### src/rtl/store_monitor.sv
// Store monitor: logs processor stores into an FWFT FIFO and
// tracks program completion (PASS) or watchdog expiry (FAIL).
module store_monitor #(
    parameter int          DEPTH     = 8,
    parameter logic [31:0] PASS_ADR  = 32'd100,
    parameter logic [31:0] PASS_DATA = 32'd7,
    parameter int          TIMEOUT   = 1000
) (
    input  logic                     clk,
    input  logic                     reset,
    input  logic                     MemWrite,
    input  logic [31:0]              Adr,
    input  logic [31:0]              WriteData,
    input  logic                     rd_en,
    output logic [31:0]              rd_adr,
    output logic [31:0]              rd_data,
    output logic                     empty,
    output logic                     full,
    output logic [$clog2(DEPTH):0]   count,
    output logic [7:0]               drops,
    output logic                     done,
    output logic                     pass,
    output logic [31:0]              cycles
);

    localparam int AW = $clog2(DEPTH);

    typedef enum logic [1:0] {
        S_RUN,
        S_PASS,
        S_FAIL
    } state_t;

    state_t        state;
    logic [63:0]   mem [DEPTH];
    logic [AW-1:0] wptr;
    logic [AW-1:0] rptr;
    logic          push;
    logic          pop;
    logic          match;

    assign empty = (count == '0);
    assign full  = (count == (AW+1)'(DEPTH));
    assign pop   = rd_en && !empty;
    // A full FIFO still accepts a store when the head leaves on the same edge
    assign push  = MemWrite && (!full || pop);
    assign match = MemWrite && (Adr == PASS_ADR) && (WriteData == PASS_DATA);

    assign rd_adr  = empty ? 32'd0 : mem[rptr][63:32];
    assign rd_data = empty ? 32'd0 : mem[rptr][31:0];

    assign done = (state != S_RUN);
    assign pass = (state == S_PASS);

    always_ff @(posedge clk) begin
        if (push) begin
            mem[wptr] <= {Adr, WriteData};
        end
    end

    always_ff @(posedge clk or posedge reset) begin
        if (reset) begin
            wptr  <= '0;
            rptr  <= '0;
            count <= '0;
            drops <= '0;
        end else begin
            if (push) begin
                wptr <= wptr + AW'(1);
            end
            if (pop) begin
                rptr <= rptr + AW'(1);
            end
            unique case ({push, pop})
                2'b10:   count <= count + 1'b1;
                2'b01:   count <= count - 1'b1;
                default: count <= count;
            endcase
            if (MemWrite && !push && drops != 8'hFF) begin
                drops <= drops + 8'd1;
            end
        end
    end

    // Completion store beats the watchdog; cycles freezes on the FAIL edge
    always_ff @(posedge clk or posedge reset) begin
        if (reset) begin
            state  <= S_RUN;
            cycles <= '0;
        end else begin
            unique case (state)
                S_RUN: begin
                    if (match) begin
                        state  <= S_PASS;
                        cycles <= cycles + 32'd1;
                    end else if (cycles == 32'(TIMEOUT - 1)) begin
                        state <= S_FAIL;
                    end else begin
                        cycles <= cycles + 32'd1;
                    end
                end
                default: state <= state;
            endcase
        end
    end

endmodule

### config.mk
export PLATFORM = sky130hd
export DESIGN_NAME = store_monitor
export DESIGN_NICKNAME = d
export VERILOG_FILES = /design/src/rtl/store_monitor.sv
export SDC_FILE = /design/constraint.sdc
export NUM_CORES = 1
export LEC_CHECK = 0
export BUFFER_PORTS_ARGS = -buffer_cell sky130_fd_sc_hd__buf_2
export CAP_MARGIN = 5
export CORE_ASPECT_RATIO = 1.25
export CORE_MARGIN = 5
export CORE_UTILIZATION = 64
export CTS_CLUSTER_DIAMETER = 50
export DETAILED_ROUTE_END_ITERATION = 10
export PLACE_DENSITY = 0.84
export SYNTH_ARGS = -nofsm -noshare
export SYNTH_HDL_FRONTEND = slang
export SYNTH_SLANG_ARGS = --single-unit
export TNS_END_PERCENT = 50
### constraint.sdc
create_clock -name clk -period 8.95 [get_ports clk]
set_clock_uncertainty 0.15 [all_clocks]
set_input_delay 1.3425 -clock clk [delete_from_list [all_inputs] [get_ports clk]]
set_output_delay 1.3425 -clock clk [all_outputs]
set_load 0.02 [all_outputs]
==> impl_metrics.csv <==
group,metric,value,unit
status,outcome,"complete, no violations",
layout,fin_nets,1361,
routing,total_via_count_after_detailed_routing,11200,
clocking,post_cts_buffers,0,
routing,detail_route.first_pass.iterations,5,
critical_path,worst-endpoint-required,7.46,ns
layout,layout.area.seq,16700,sq um
yosys,synth.top_cell.area_share,69.5,%
power,clock_power_share,26.5,%
critical_path,path_class,"flip-flop to output pin",
yosys,synth_simple_gate_area_share,4.85,%
clocking,tritoncts,"yes",
yosys,synth_top_cell_by_area,"sky130_fd_sc_hd__edfxtp_1",
critical_path,r2r-start,"count[0]",
routing,drt_first_iter_violations,1153,
global_routing,initial_antenna_violation_count,5,
routing,antenna_left,0,
critical_path,worst-endpoint-arrival,3.52,ns
timing,fmax,0.200,GHz
critical_path,critical_path_peak_fanout,75,
layout,areaGrowthSynthToFinish,14.0,%
yosys,synth_top_family_by_area,"multiplexers",
place,gp_congestion,0.843,
global_routing,first_pass_grt_wire_length,71800,microns
layout,layout-drive-gt1-share,31.6,%
clocking,ctsHtreeMaxLevel,2,
hold_path,hold_path_class,"flip-flop to flip-flop",
clocking,clock_insertion_delay_worst_skew,0.56,ns
power,power.switching,2580,uW
yosys,number_of_enable_flip_flop_cells_after_synthesis,512,
timing,final.min_clock_period,5.01,ns
clocking,numClockSinks,564,
timing,slew_viol_final,0,
critical_path,endpoint_kind,"output pin",
power,power_frac_comb,30.7,%
place,io_buffer_count,179,
power,finalPower,8050,uW
timing,worst_slew_margin,23.8,%
die,fp.dieW,176,microns
global_routing,via_count_of_the_first_global_routing_pass,12100,
yosys,synthDistinctLibCells,49,
clocking,clk_root_buffer_cell,"sky130_fd_sc_hd__clkbuf_16",
yosys,adder_cell_share_of_the_synthesized_area,0.430,%
power,p_int,5470,uW
power,share_of_total_power_in_sequential_cells,42.7,%
power,power_density_over_cell_area,319,nW/um^2
clocking,cts.reportedPaths.clkPinSlew,0.06,ns
routing,avgViaCountPerCell,6.26,
timing,min_period_over_period,56.0,%
yosys,synth_top_cells_by_area,"sky130_fd_sc_hd__edfxtp_1, sky130_fd_sc_hd__mux4_2, sky130_fd_sc_hd__dfrtp_1",
hold_path,min_delay_path_depth,1,
yosys,yosysWarningCount,0,
timing,grt_setup_unrepaired,"false",
layout,multi_input_comb_area,5280,sq um
clocking,cts_inserted_buffers,51,
die,dieHeight,218,microns
layout,final.fill_count,1933,
clocking,ctsResizeCount,0,
clocking,clk_path_buf_depth,3,
timing,setup_tns,0,ns
die,initial_core_util,64.5,%
global_routing,grt_start_max_net_pins,111,
critical_path,worst_r2r_endpoint,"count[3]",
die,floorplan.core_area,34300,sq um
critical_path,worst_r2r_path_depth,10,
power,leakagePower,0.00890,uW
yosys,yosys-mux-area-fraction,16.1,%
timing,setup_viol_count_final,0,
yosys,synthFlopType,"sky130_fd_sc_hd__edfxtp_1",
power,power.ir.vdd_worst,251,uV
place,hpwlAfterDp,24200,microns
yosys,asyncSetResetFlopFracSynth,9.22,%
global_routing,gr-usage-all-layers,24.8,%
yosys,yosysSeqAreaShare,75.3,%
timing,finalHoldViolCount,0,
yosys,post_synth_xor_area_fraction,1.62,%
yosys,synth_fp_nets,1162,
place,placed_insts,1701,
timing,tightestPinTransition,1.14,ns
die,fp.dieArea,38400,sq um
critical_path,internal_reg_to_reg_setup_slack,6.09,ns
critical_path,startpoint_type,"flip-flop",
job,timing.max_cap.violations,0,
routing,routed_wl_per_cell,26.1,microns
hold_path,worst_hold_startpoint,"drops[5]",
yosys,synthesis.instances,1087,
routing,route.detailed.drc,0,
yosys,yosys_register_bits,564,
power,netSwitchingFraction,32.0,%
yosys,synthesis.area,22100,sq um
layout,layoutNonFillerInstCount,1795,
die,io_pins,180,
die,std_cell_rows,76,
yosys,post_synth.cell_area_avg,20.4,sq um
hold_path,hold_path_end,"drops[5]",
clocking,cts_hold_buf,0,
routing,totalWireLength,46900,microns
yosys,complex_gate_fraction_of_the_synthesized_area,0.633,%
global_routing,grt_overflow,0,
state kept, by name (all words and copies together) (netlist names):
| signal | count |
|---|---|
| wptr | 3 |
| drops | 8 |
| cycles | 32 |
| count | 4 |
| mem | 512 |
| rptr | 3 |
| state | 2 |
critical path, stage by stage, from the launching register on:
cell and delay, ns:
sky130_fd_sc_hd__dfrtp_4 0.93, sky130_fd_sc_hd__buf_4 0.92, sky130_fd_sc_hd__mux4_2 0.41, sky130_fd_sc_hd__mux2i_1 0.25, sky130_fd_sc_hd__nor2_1 0.09, sky130_fd_sc_hd__buf_2 0.20
cell usage after synthesis, types with 2 or more instances:
library cell	count
sky130_fd_sc_hd__nand3_1	20
sky130_fd_sc_hd__o21ai_0	3
sky130_fd_sc_hd__nor4b_1	6
sky130_fd_sc_hd__xnor2_1	27
sky130_fd_sc_hd__nor3_4	2
sky130_fd_sc_hd__inv_1	10
sky130_fd_sc_hd__edfxtp_1	512
sky130_fd_sc_hd__mux4_2	128
sky130_fd_sc_hd__a21o_1	2
sky130_fd_sc_hd__buf_1	5
sky130_fd_sc_hd__nor3_1	4
sky130_fd_sc_hd__a211o_1	2
sky130_fd_sc_hd__nand2_1	26
sky130_fd_sc_hd__buf_2	21
sky130_fd_sc_hd__ha_1	6
sky130_fd_sc_hd__xor2_1	14
sky130_fd_sc_hd__nor3b_1	2
sky130_fd_sc_hd__dfrtp_1	52
sky130_fd_sc_hd__or4_1	3
sky130_fd_sc_hd__a21oi_1	4
sky130_fd_sc_hd__clkbuf_1	19
sky130_fd_sc_hd__and4_1	5
sky130_fd_sc_hd__mux2i_1	65
sky130_fd_sc_hd__nor2_1	87
sky130_fd_sc_hd__nor4_1	12
sky130_fd_sc_hd__and3_1	7
sky130_fd_sc_hd__nand2b_1	4
sky130_fd_sc_hd__mux2_2	2
sky130_fd_sc_hd__nand4_1	17
power by group through the flow:
stage	sequential [uW]	combinational (uW)	clock, uW
after floorplan	3380	1820	0
after global placement	3460	2460	0
after detailed placement	3490	2480	0
after CTS	3450	2510	2170
after global routing	3480	2660	2280
final	3440	2480	2140
how the worst max path moves through the flow:
stage                   from  cells past startpoint         end  slack (ns)
finish               rptr[1]                      5  rd_data[5]        3.94
detailed placement   rptr[1]                      5  rd_data[5]        4.54
global route         rptr[1]                      5  rd_data[5]        3.72
floorplan           MemWrite                      4   mem[0][0]        2.09
global placement     rptr[1]                      5  rd_adr[10]        4.54
CTS                  rptr[1]                      5  rd_adr[10]        3.91
placed cells by master, fill, tap and decap left out, types with 11 or more instances in the layout:
cell type and instances:
sky130_fd_sc_hd__edfxtp_1 512, sky130_fd_sc_hd__buf_2 179, sky130_fd_sc_hd__mux4_2 128, sky130_fd_sc_hd__nor2_1 81
sky130_fd_sc_hd__mux2i_1 65, sky130_fd_sc_hd__clkbuf_16 53, sky130_fd_sc_hd__dfrtp_1 49, sky130_fd_sc_hd__xnor2_1 27
sky130_fd_sc_hd__nand2_1 26, sky130_fd_sc_hd__nand3_1 20, sky130_fd_sc_hd__nand4_1 17, sky130_fd_sc_hd__xor2_1 14
sky130_fd_sc_hd__nor4_1 12, sky130_fd_sc_hd__clkbuf_1 11, sky130_fd_sc_hd__buf_4 11
logic make-up after synthesis:
logic type	count (synthesis)
buffers and inverters	55
xor gates and xnor gates	41
muxes	195
DFF	564
AOI/OAI and AO/OA	18
and+or+nand+nor	207
adders and majority gates	7
layer usage:
metal / routed length (microns) / part of all wire [%] / up-vias / track usage (%)
met3: 3790 / 8.1 / 94 / 5.74
li1: - / - / 4805 / -
met5: 34 / 0.072 / - / 0
met4: 1350 / 2.9 / 8 / 7.64
met2: 24100 / 51 / 529 / 41.3
met1: 17700 / 38 / 5803 / 33.4
final cells by class:
class	instances	share of cell area [%]
flip-flops and latches	564	66.1
multi-input cells	468	20.9
clock buffers	69	5.69
repair buffers	191	3.96
well taps	468	2.32
clock inverters	24	0.813
inverters	10	0.149
diodes	1	0.00992
through the flow:
step	worst slack (ns)	hold slack, ns	util [%]	instance area [sq um]
3_3_place_gp	4.54	0.321	68.7	23600
5_1_grt	3.72	0.354	73.5	25200
6_report	3.94	0.329	73.5	25200
3_5_place_dp	4.54	0.329	68.7	23600
2_1_floorplan	2.09	0.337	-	22100
4_1_cts	3.91	0.337	73.5	25200
Power figures use the tool's default switching activity.
